[src/rtl/imem_loader.sv]
// Byte-stream loader for the instruction memory. Packs bytes big-endian into
// 32-bit words, writes them from word address 0 and holds the ifu until done.
module imem_loader #(
    parameter int ADDR_W = 10
) (
    input  logic              clk,
    input  logic              reset,
    input  logic              start,
    input  logic              byte_valid,
    input  logic [7:0]        byte_data,
    input  logic              byte_last,
    output logic              byte_ready,
    output logic              im_we,
    output logic [ADDR_W-1:0] im_addr,
    output logic [31:0]       im_wdata,
    output logic              cpu_hold,
    output logic              busy,
    output logic              done,
    output logic [ADDR_W:0]   word_count,
    output logic              err
);

    typedef enum logic [1:0] {
        S_IDLE    = 2'd0,
        S_COLLECT = 2'd1,
        S_WRITE   = 2'd2,
        S_DONE    = 2'd3
    } state_t;

    state_t            state_reg;
    state_t            state_next;
    logic [ADDR_W-1:0] addr_reg;
    logic [1:0]        b_reg;
    logic [ADDR_W:0]   count_reg;
    logic              err_reg;
    logic              last_reg;

    logic load_start;
    logic xfer;
    logic word_end;
    logic addr_top;

    // start only has effect from a resting state; it is ignored mid-load
    assign load_start = start && ((state_reg == S_IDLE) || (state_reg == S_DONE));
    assign xfer       = byte_valid && (state_reg == S_COLLECT);
    assign word_end   = xfer && ((b_reg == 2'd3) || byte_last);
    assign addr_top   = (addr_reg == {ADDR_W{1'b1}});

    always_ff @(posedge clk or negedge reset) begin
        if (!reset) begin
            state_reg <= S_IDLE;
        end else begin
            state_reg <= state_next;
        end
    end

    always_comb begin
        state_next = state_reg;
        case (state_reg)
            S_IDLE: begin
                if (start) begin
                    state_next = S_COLLECT;
                end
            end
            S_COLLECT: begin
                if (word_end) begin
                    state_next = S_WRITE;
                end
            end
            S_WRITE: begin
                if (last_reg || addr_top) begin
                    state_next = S_DONE;
                end else begin
                    state_next = S_COLLECT;
                end
            end
            S_DONE: begin
                if (start) begin
                    state_next = S_COLLECT;
                end
            end
            default: state_next = S_IDLE;
        endcase
    end

    // Decoded straight from the state register so an async reset drops them at once
    always_comb begin
        byte_ready = 1'b0;
        im_we      = 1'b0;
        cpu_hold   = 1'b0;
        busy       = 1'b0;
        done       = 1'b0;
        case (state_reg)
            S_COLLECT: begin
                byte_ready = 1'b1;
                cpu_hold   = 1'b1;
                busy       = 1'b1;
            end
            S_WRITE: begin
                im_we    = 1'b1;
                cpu_hold = 1'b1;
                busy     = 1'b1;
            end
            S_DONE: begin
                done = 1'b1;
            end
            default: begin
                byte_ready = 1'b0;
            end
        endcase
    end

    always_ff @(posedge clk or negedge reset) begin
        if (!reset) begin
            addr_reg  <= '0;
            b_reg     <= '0;
            count_reg <= '0;
            err_reg   <= 1'b0;
            last_reg  <= 1'b0;
        end else if (load_start) begin
            addr_reg  <= '0;
            b_reg     <= '0;
            count_reg <= '0;
            err_reg   <= 1'b0;
            last_reg  <= 1'b0;
        end else if (xfer) begin
            b_reg    <= b_reg + 2'd1;
            last_reg <= byte_last;
            if (byte_last && (b_reg != 2'd3)) begin
                err_reg <= 1'b1;
            end
        end else if (state_reg == S_WRITE) begin
            count_reg <= count_reg + (ADDR_W+1)'(1);
            b_reg     <= '0;
            // overflow stops at the top address instead of wrapping
            if (!last_reg) begin
                if (addr_top) begin
                    err_reg <= 1'b1;
                end else begin
                    addr_reg <= addr_reg + ADDR_W'(1);
                end
            end
        end
    end

    // One register per byte lane; lane 0 is the first byte of the word (bits 31:24)
    for (genvar gi = 0; gi < 4; gi++) begin : g_lane
        logic [7:0] lane_reg;

        always_ff @(posedge clk or negedge reset) begin
            if (!reset) begin
                lane_reg <= '0;
            end else if (load_start || (state_reg == S_WRITE)) begin
                lane_reg <= '0;
            end else if (xfer && (b_reg == 2'(gi))) begin
                lane_reg <= byte_data;
            end
        end

        assign im_wdata[31-8*gi -: 8] = lane_reg;
    end

    assign im_addr    = addr_reg;
    assign word_count = count_reg;
    assign err        = err_reg;

endmodule

[config.mk]
export PLATFORM = sky130hd
export DESIGN_NAME = imem_loader
export DESIGN_NICKNAME = d
export VERILOG_FILES = /design/src/rtl/imem_loader.sv
export SDC_FILE = /design/constraint.sdc
export NUM_CORES = 1
export LEC_CHECK = 0
export CAP_MARGIN = 20
export CELL_PAD_IN_SITES_DETAIL_PLACEMENT = 1
export CELL_PAD_IN_SITES_GLOBAL_PLACEMENT = 1
export CORE_ASPECT_RATIO = 0.75
export CORE_UTILIZATION = 33
export DETAILED_ROUTE_END_ITERATION = 16
export GPL_ROUTABILITY_DRIVEN = 0
export PLACE_DENSITY = 0.85
export SLEW_MARGIN = 20
export SYNTH_ARGS = -nofsm -noshare
export SYNTH_HDL_FRONTEND = slang
export SYNTH_SLANG_ARGS = --single-unit
[constraint.sdc]
create_clock -name clk -period 2.1 [get_ports clk]
set_input_delay 0.42 -clock clk [delete_from_list [all_inputs] [get_ports clk]]
set_output_delay 0.42 -clock clk [all_outputs]
set_load 0.005 [all_outputs]
== After elaboration in Yosys (flattened, before gate mapping) ==
Cells that the tools add are included.
Word-level totals
  bits in registers: 59
  logic and storage cells: 91
Operators by class
  add/subtract/negate cells: 3
  reductions and logical operators: 28
  mux-type cells: 35
  equality and inequality tests: 15
Operators with widths (number)
  $mux W8: 8
  $mux W10: 5
  $mux W11: 3
  $mux W1: 12
  $mux W2: 6
  $reduce_bool A2 Y1: 6
  $add A11 B1 Y11 const B: 1
  $add A10 B1 Y10 const B: 1
  $eq A10 B10 Y1 const B: 1
  $eq A2 B2 Y1 const B: 4
  $logic_and A1 B1 Y1: 8
  $ne A2 B2 Y1 const B: 4
  $reduce_and A4 Y1: 2
  $pmux W2 S3: 1
  $reduce_bool A3 Y1: 2
  $eq A2 B1 Y1 const B: 2
  $logic_not A2 Y1: 2
  $logic_or A1 B1 Y1: 4
  $ne A2 B1 Y1 const B: 2
  $reduce_and A2 Y1: 2
  $reduce_or A2 Y1: 2
  $ne A3 B1 Y1 const B: 1
  $ne A3 B2 Y1 const B: 1
  $add A2 B1 Y2 const B: 1

== Depth between registers and ports, before layout ==
Gate-level depths: netlist of run 1.
  word-level depth: 6
  depth in mapped cells: 8
  gate-level depth less buffers: 6

== Worst setup path after synthesis of run 1 ==
No wires, ideal clock.
  path kind: register to register
  start: reg state_reg[0]
  end: reg addr_reg[7], in the netlist im_addr[7]
  arrival time: 1.921 ns
  setup slack: 0.097 ns
  setup time: 0.082 ns
  period minus slack after synthesis: 2.003 ns
  required time: 2.018 ns
  stages on the path, launching flop included: 7
  cells stage by stage: dfrtp_1 -> ha_1 -> and2_1 -> buf_6 -> or4_1 -> or3_1 -> a31oi_1
Between the ends
  word-level cells in the longest chain between the ends: 5
  elaborated cells between the ends (all ways): 13
  those cells by class: eq/ne (6); mux (1); reduce/logical (6)
Ends and longest elaborated chain
  start: declaration: line 30  | state_t state_reg;
  start signal: assignment: line 53  | state_reg <= state_next;
  $eq A2 B2 Y1 or $logic_not A2 Y1 (tied branches): line 44  | assign load_start = start && ((state_reg == S_IDLE) || (state_reg == S_DONE));
  $logic_or A1 B1 Y1: line 44
  $logic_and A1 B1 Y1: line 44
  $ne A2 B2 Y1 (no line), or another cell as far along
  $reduce_and A4 Y1 (no line)
  end signal: assignment: line 140  | addr_reg <= addr_reg + ADDR_W'(1);
  end: declaration: line 32  | logic [ADDR_W-1:0] addr_reg;
Several ways; a longest one is shown, not always the timed one.
A chain may end at the register's enable or synchronous reset.

== Final worst setup path of run 1 ==
  start: reg state_reg[0]
  end: out cpu_hold
Between the ends
  word-level cells in the longest chain between the ends: 3
  elaborated cells between the ends (all ways): 4
  those cells by class: eq/ne (2); mux (1); reduce/logical (1)
Ends and longest elaborated chain
  $eq A2 B1 Y1 or $eq A2 B2 Y1 (tied branches): line 93  | case (state_reg)
  $reduce_or A2 Y1 (no line) *
  $mux W1 *: line 93
  end: declaration: line 16  | output logic cpu_hold,
Mark *: on every way between the ends. The rest lies on a longest branch, timed or not.

==> results of run 1 <==
## cell usage in the layout, fill, tap and decap left out, types with 2 or more instances in the layout
cell and n:
nor3_1 5, clkbuf_16 9, a211oi_1 3, ha_1 8, clkdlybuf4s50_1 69, mux2i_1 3
dfrtp_1 59, nand2_1 59, o211ai_1 2, nor2_1 15, nor2b_1 2, o31ai_1 2
nand2b_1 3, or4_1 2, nand4_1 5, xor2_1 6, inv_1 5, o21ai_0 13
and4_1 4, nand3_1 28, and3_1 3, a21oi_1 37, xnor2_1 6, buf_4 18
clkinv_2 2
## area by class of cell
class / instances / share of cell area (%)
Clock buffer: 11 / 6.03
Multi-Input combinational cell: 221 / 31.1
Inverter: 6 / 0.559
Timing Repair Buffer: 90 / 21.3
Tap cell: 105 / 3.26
Clock inverter: 3 / 0.994
Sequential cell: 59 / 36.7
## cell families after synthesis
group,Yosys count
XOR/XNOR,12
flip-flops,59
buffers and inverters,22
adder cells (fa/ha/maj),9
AND/OR/NAND/NOR,132
multiplexers,3
AO/OA/AOI/OAI,65
## worst paths after layout
kind                                         end  slack (ns)  depth (start not counted)
max                                     cpu_hold        0.05                          4
min                                word_count[0]        0.05                          1
max reg2reg                           im_addr[7]        0.10                          6
min reg2reg                g_lane[3].lane_reg[0]        0.49                          2
max in group asynchronous  g_lane[1].lane_reg[4]        1.49                          2
min in group clk           g_lane[3].lane_reg[0]        0.49                          2
## power breakdown
group | internal (W) | switching, W | leakage, nW | total [W]
Clock | 0.000931 | 0.000493 | 0.141 | 0.00142
Combinational | 0.000986 | 0.00117 | 0.786 | 0.00216
Sequential | 0.00140 | 0.000209 | 0.799 | 0.00161
Total | 0.00332 | 0.00187 | 1.73 | 0.00520
## layer usage
metal  vias up  GRT usage (%)  part of all wire [%]
met3        12           5.87                   6.3
met2        70           37.0                    48
met1      1343           27.3                    44
met5         -              0                     0
li1       1220              -                     -
met4         0           9.32                   1.6
## repair_timing
action / CTS / global route
buffers inserted: 2 / 0
endpoints found under the setup margin: 10 / 5
gates resized for setup: 3 / 5
## through the flow
stage	util (%)	hold WS, ns	setup TNS (ns)
floorplan	-	0.124	0
global placement	45.9	0.396	0
detailed placement	45.9	0.403	-1.24
CTS	49.7	0.0528	-0.0243
global route	50.0	0.0775	0
finish	50.0	0.0465	0
==> flow_summary.ini, run 1 <==
[timing]
max_slew_margin_pct = 58.3
setup_slack_ns = 0.0526
hold_violations = 0
tightest_slew_ns = 0.625
finalMaxSlewViolations = 0
post-route-period-util_pct = 97.5
setup_viol = 0
grt_setup_unrepaired = false
period_needed_ns = 2.05
fmax_mhz = 488
finClkSkew_ns = 0.00587

[finish]
num_antenna_cells = 0
syn2layout_area_growth_pct = 44.0
multiInputGateArea_um2 = 1250
fin_area_um2 = 4030
final-seq-area_um2 = 1480
drive_above_1_share_pct = 10.3
finish.net_count = 409
num-fill-cells = 937
finalNonFillerCells = 495
largest_reg_flops = 32

[power_and_ir_drop]
peakVddDrop_mv = 0.528
power_w = 0.00520
p_per_area_nw_per_um2 = 1290
p_leak_nw = 1.73

[yosys]
synth_nets = 324
synthXorXnorAreaFrac_pct = 3.76
synth_area_leaders = dfrtp_1, nand2_1, a21oi_1
ys_ff_latch = 59
synth_area_um2 = 2800
async_flop_share_pct = 100
yosysTopAreaCell = dfrtp_1
muxShareOfSynthArea_pct = 1.07
synth-edff-count = 0
synth_compound_area_share_pct = 13.0
synthAdderAreaFrac_pct = 4.03
ys.flop_type = dfrtp_1
syn_inst = 302
ys_types = 37
synth_simple_gate_area_share_pct = 22.0
yosys_warnings = 0
synthDominantCellAreaShare_pct = 52.8
ys_seq_area_share_pct = 52.8
synth.avg_cell_area_um2 = 9.26
yosys-top-cells-count = dfrtp_1, nand2_1, a21oi_1
synth_top_family_by_area = simple AND/OR/NAND/NOR gates

[setup_path]
arrival_ns = 1.63
cpPeakStageDelay_ns = 0.51
crit_buf_inv = 3
timing.rr.start = state_reg[0]
crit_type = reg -> out
worstSetupEndpointType = primary output
crit_path_top_delay_cell = clkdlybuf4s50_1
cp_cell_sequence = inv_1 > ha_4 > inv_2 > clkdlybuf4s50_1
cp_data_required_time_ns = 1.68
cp-startpoint = state_reg[0]
critPathMaxFanout = 4
start_kind = register
cpLargestDelayFamily = buffers and inverters

[route]
drtPass1Iterations = 4
wl_mm = 9.01
vias = 2645
antenna_left = 0
drtIter0Drc = 116
drc_errors = 0
wl_per_cell_um = 18.2
vias_per_cell = 5.34

[floorplanning]
die_h_um = 81.7
design.die.area_um2 = 8850
chipWidth_um = 108
rows = 28
start_util_pct = 34.7
ios = 72
core-area_um2 = 8060

[hold_path]
hold_path.class = in -> async

[grt]
grt_max_degree = 31
gr-total-overflow = 0
grt_antenna_before_repair = 0
grt_use_total_pct = 22.1
grt_pass1_vias = 2848
grt_pass1_wl_mm = 14.6

[clock_network]
cts_root_buf = clkbuf_16
clk_path_buf_depth = 2
cts_num_sinks = 59
cts_inserted_buffers = 9
clk_latency_ns = 0.33
cts_hold_buffers = 0
htreeDepth = 3
clkTransAtPathRegs_ns = 0.05
cts_tree = yes

[placed_design]
dp_slack_ns = -0.171
io_buffer_count = 71
place_hpwl_mm = 6.26
placedCellCount = 479
post_dp_cell_area_um2 = 3700

[run]
cap_violations = 0

[outcome]
status = finished, final reports clean
(Power assumes the default switching activity.)
==> run 2: changes to the inputs <==
Settings changed: SETUP_SLACK_MARGIN set to 0.4.
==> flow_summary.ini, run 2 (synthesis gave the netlist of run 1 again) <==
[grt]
grt_max_degree = 60
grt_pass1_vias = 2934
gr-total-overflow = 0
grt_antenna_before_repair = 0
grt_pass1_wl_mm = 16.2
grt_use_total_pct = 24.7

[setup_path]
timing.rr.start = state_reg[0]
crit_type = reg -> reg
worst_r2r_endpoint = im_addr[3]
crit_buf_inv = 3
r2r_slack_ns = 0.11
critPathMaxFanout = 3
cp_data_required_time_ns = 2.35
cpPeakStageDelay_ns = 0.58
crit_path_top_delay_cell = or4_1
start_kind = register
arrival_ns = 2.24
worstSetupEndpointType = register
cp_cell_sequence = buf_6 > ha_4 > buf_4 > buf_6 > nand2_2 > nand2_2 > or4_1 > a21oi_1
reg2reg_depth = 8
cpLargestDelayFamily = simple AND/OR/NAND/NOR gates

[timing]
tightest_slew_ns = 0.388
finClkSkew_ns = 0.00535
grt_setup_unrepaired = true
setup_slack_ns = 0.109
finalMaxSlewViolations = 0
post-route-period-util_pct = 94.8
period_needed_ns = 1.99
max_slew_margin_pct = 73.9
fmax_mhz = 502
setup_viol = 0
hold_violations = 0

[placed_design]
place_hpwl_mm = 6.17
dp_slack_ns = -0.0102
io_buffer_count = 71
placedCellCount = 476

[power_and_ir_drop]
p_per_area_nw_per_um2 = 1300
peakVddDrop_mv = 0.704
p_leak_nw = 2.02

[clock_network]
clkTransAtPathRegs_ns = 0.05
clk_latency_ns = 0.33
cts_num_sinks = 59
htreeDepth = 3
cts_tree = yes
clk_path_buf_depth = 2
cts_hold_buffers = 0
cts_inserted_buffers = 9
cts_root_buf = clkbuf_16

[route]
drtPass1Iterations = 4
drtIter0Drc = 124
vias = 2894
drc_errors = 0
antenna_left = 0
vias_per_cell = 5.46
wl_mm = 11.1
wl_per_cell_um = 21.0

[floorplanning]
start_util_pct = 34.7
core-area_um2 = 8060
design.die.area_um2 = 8850
chipWidth_um = 108
die_h_um = 81.7
ios = 72
rows = 28

[outcome]
status = finished, final reports clean

[finish]
num_antenna_cells = 0
final_cell_mix = clkdlybuf4s50_1, nand2_1, dfrtp_1, buf_4, a21oi_1
drive_above_1_share_pct = 25.6
syn2layout_area_growth_pct = 60.3
finalNonFillerCells = 530
final_common_cell = clkdlybuf4s50_1
finish.net_count = 443
largest_reg_flops = 32

[run]
cap_violations = 0

[hold_path]
hold_path.class = in -> async
==> run 2: worst max path at each step <==
| stage | start | endpoint | slack (ns) | cells past startpoint |
|---|---|---|---|---|
| finish | state_reg[0] | im_addr[3] | 0.11 | 8 |
| global placement | byte_valid | im_addr[7] | 0.03 | 5 |
| global route | state_reg[0] | im_addr[3] | 0.06 | 8 |
| CTS | state_reg[0] | im_addr[7] | 0.22 | 6 |
| floorplan | state_reg[0] | im_addr[7] | 0.21 | 6 |
| detailed placement | byte_valid | im_addr[7] | -0.01 | 5 |
==> run 2: worst reg2reg max path, stage by stage, from the launching register on <==
cell     delay (ns)
dfrtp_1        0.42
buf_6          0.15
ha_4           0.16
buf_4          0.13
buf_6          0.13
nand2_2        0.09
nand2_2        0.10
or4_1          0.58
a21oi_1        0.17
==> run 2: power breakdown <==
| part | internal [W] | switching, W | total [W] |
|---|---|---|---|
| Clock | 0.00104 | 0.000513 | 0.00155 |
| Combinational | 0.00123 | 0.00142 | 0.00265 |
| Sequential | 0.00141 | 0.000218 | 0.00162 |
| Total | 0.00368 | 0.00215 | 0.00583 |
==> run 2: timing repair <==
action,in CTS,in global routing
resized for setup,41,26
endpoints found under the setup margin,48,63
setup buffers,21,17
gates cloned,1,0
pin swaps,8,12
==> run 2: metrics by stage <==
| step | setup TNS (ns) | util [%] | instance area (um^2) | total power [W] | hold WS, ns |
|---|---|---|---|---|---|
| after global placement | 0 | 46.0 | 3710 | 0.00361 | 0.450 |
| after global routing | 0 | 55.6 | 4480 | 0.00611 | 0.115 |
| after floorplan | 0 | - | 2830 | 0.00267 | 0.124 |
| after CTS | 0 | 52.8 | 4260 | 0.00553 | 0.113 |
| after detailed placement | -0.0102 | 46.0 | 3710 | 0.00372 | 0.457 |
| final | 0 | 55.6 | 4480 | 0.00583 | 0.0968 |
==> run 2: area by class of cell <==
cell class	count	area (um^2)
inverter	6	22.5
multi-input combinational	221	1400
fill	902	3580
timing repair buffer	124	1130
tap	105	131
clock buffer	14	284
clock inverter	1	30.0
sequential	59	1480
==> run 2: layer usage <==
metal | part of all wire (%) | track usage, %
met1 | 41 | 31.6
met2 | 51 | 42.6
met3 | 5.0 | 5.79
met4 | 2.7 | 5.95
met5 | 0 | 0
==> run 3: changes to the inputs <==
Settings changed: CORE_MARGIN set to 2.
==> flow_summary.ini, run 3 (synthesis gave the netlist of run 1 again) <==
[outcome]
status = finished, final reports clean

[grt]
grt.met2_usage_pct = 36.7
met1_usage_pct = 30.4
grtUsageMet3_pct = 6.09
grt_pass1_vias = 2920
grt_pass1_wl_mm = 15.9
grt_max_degree = 60
gr-total-overflow = 0
grt_antenna_before_repair = 0
grt_use_total_pct = 22.8
grt.busiest_layer = met2

[power_and_ir_drop]
p_leak_nw = 2.01
p_per_area_nw_per_um2 = 1350
peakVddDrop_mv = 0.595

[route]
vias_per_cell = 5.49
antenna_left = 0
wl_mm = 11.7
drtIter0Drc = 168
vias = 2909
drc_errors = 0
drtPass1Iterations = 4
wl_per_cell_um = 22.0

[finish]
final_common_cell = clkdlybuf4s50_1
num_antenna_cells = 0
syn2layout_area_growth_pct = 61.7
largest_reg_flops = 32
finish.net_count = 440
finalNonFillerCells = 530
drive_above_1_share_pct = 25.8
final_cell_mix = clkdlybuf4s50_1, nand2_1, dfrtp_1, buf_4, a21oi_1
num-fill-cells = 930

[timing]
hold_violations = 0
tightest_slew_ns = 0.580
fmax_mhz = 510
finClkSkew_ns = 0.00938
setup_tns_ns = 0
finalMaxSlewViolations = 0
max_slew_margin_pct = 60.9
setup_viol = 0
post-route-period-util_pct = 93.4
holdWs_ns = 0.0926
period_needed_ns = 1.96
grt_setup_unrepaired = true

[clock_network]
cts_tree = yes
cts_inserted_buffers = 9
clk_latency_ns = 0.33
clk_path_buf_depth = 2
htreeDepth = 3
cts_hold_buffers = 0
cts_root_buf = clkbuf_16
clkTransAtPathRegs_ns = 0.05
cts_num_sinks = 59

[placed_design]
io_buffer_count = 71
place_hpwl_mm = 6.44
placedCellCount = 479

[floorplanning]
start_util_pct = 33.5
design.die.area_um2 = 9230
ios = 72
core-area_um2 = 8350
chipWidth_um = 110
rows = 29
die_h_um = 83.7

[setup_path]
cpMostUsedCell = buf_6
critPathMaxFanout = 7
cpLargestDelayFamily = buffers and inverters
arrival_ns = 2.17
crit_path_top_delay_cell = dfrtp_1
crit_type = reg -> reg
start_kind = register
cp_cell_sequence = buf_6 > ha_4 > buf_4 > buf_6 > a21boi_4 > buf_6 > o2111ai_2 > xor2_1 > nor2_1
worstSetupEndpointType = register
cpPeakStageDelay_ns = 0.41
crit_buf_inv = 4
cp_data_required_time_ns = 2.31

[run]
cap_violations = 0

[hold_path]
hold_path.class = in -> async
[run 3: cell types whose count changed in the layout (fill, tap and decap cells not counted), sizes merged]
| cell | change |
|---|---|
| buf | -3 |
| clkbuf | -1 |
| clkdlybuf4s15 | -1 |
| clkdlybuf4s50 | +1 |
| clkinv | +1 |
| dlygate4sd2 | +1 |
| dlymetal6s2s | -1 |
[run 3: worst register-to-register path, stage by stage, from the launching register on]
cell       delay [ns]
dfrtp_1          0.41
buf_6            0.14
ha_4             0.16
buf_4            0.15
buf_6            0.13
a21boi_4         0.19
buf_6            0.17
o2111ai_2        0.15
xor2_1           0.26
nor2_1           0.08
[run 3: area by class of cell]
cell class              instances  area, um^2  area share (%)
inverters                       6        25.0           0.554
multi-input cells             221        1420            31.5
repair buffers                121        1150            25.5
well taps                     108         135            2.99
clock buffers                  13         260            5.76
flip-flops and latches         59        1490            32.9
clock inverters                 2        35.0           0.775
[run 3: what timing repair did]
item / in CTS / in global routing
setup endpoints to repair: 64 / 65
gates resized for setup: 36 / 47
pin swaps: 4 / 17
setup buffers: 13 / 21
gates cloned: 1 / 1
[run 3: final timing paths]
kind                                       start               endpoint  slack, ns  cells after the start
min reg2reg                g_lane[3].lane_reg[1]  g_lane[3].lane_reg[1]       0.49                      2
max                                 state_reg[0]          word_count[9]       0.14                      9
max reg2reg                         state_reg[0]          word_count[9]       0.14                      9
max in group asynchronous                  reset             im_addr[5]       1.69                      2
min                                        reset  g_lane[0].lane_reg[6]       0.09                      2
min in group clk           g_lane[3].lane_reg[1]  g_lane[3].lane_reg[1]       0.49                      2
[run 3: stage by stage]
step | util (%) | setup slack [ns] | total power, W | instance area [um^2]
6_report | 54.2 | 0.139 | 0.00608 | 4520
5_1_grt | 54.2 | 0.0955 | 0.00637 | 4520
4_1_cts | 50.1 | 0.216 | 0.00548 | 4180
3_5_place_dp | 44.6 | -0.0469 | 0.00377 | 3720
3_3_place_gp | 44.6 | -0.00316 | 0.00364 | 3720
2_1_floorplan | - | 0.211 | 0.00267 | 2830
[run 3: power by group]
part	leakage [nW]	internal, W	switching [W]	total [W]
clock	0.146	0.000975	0.000525	0.00150
combinational	1.08	0.00137	0.00159	0.00297
sequential	0.786	0.00141	0.000211	0.00162
total	2.01	0.00375	0.00233	0.00608
[run 3: metal layers]
layer	share of wire [%]	vias up
li1	-	1277
met1	43	1494
met2	49	118
met3	5.5	20
met4	2.1	0
met5	0	-
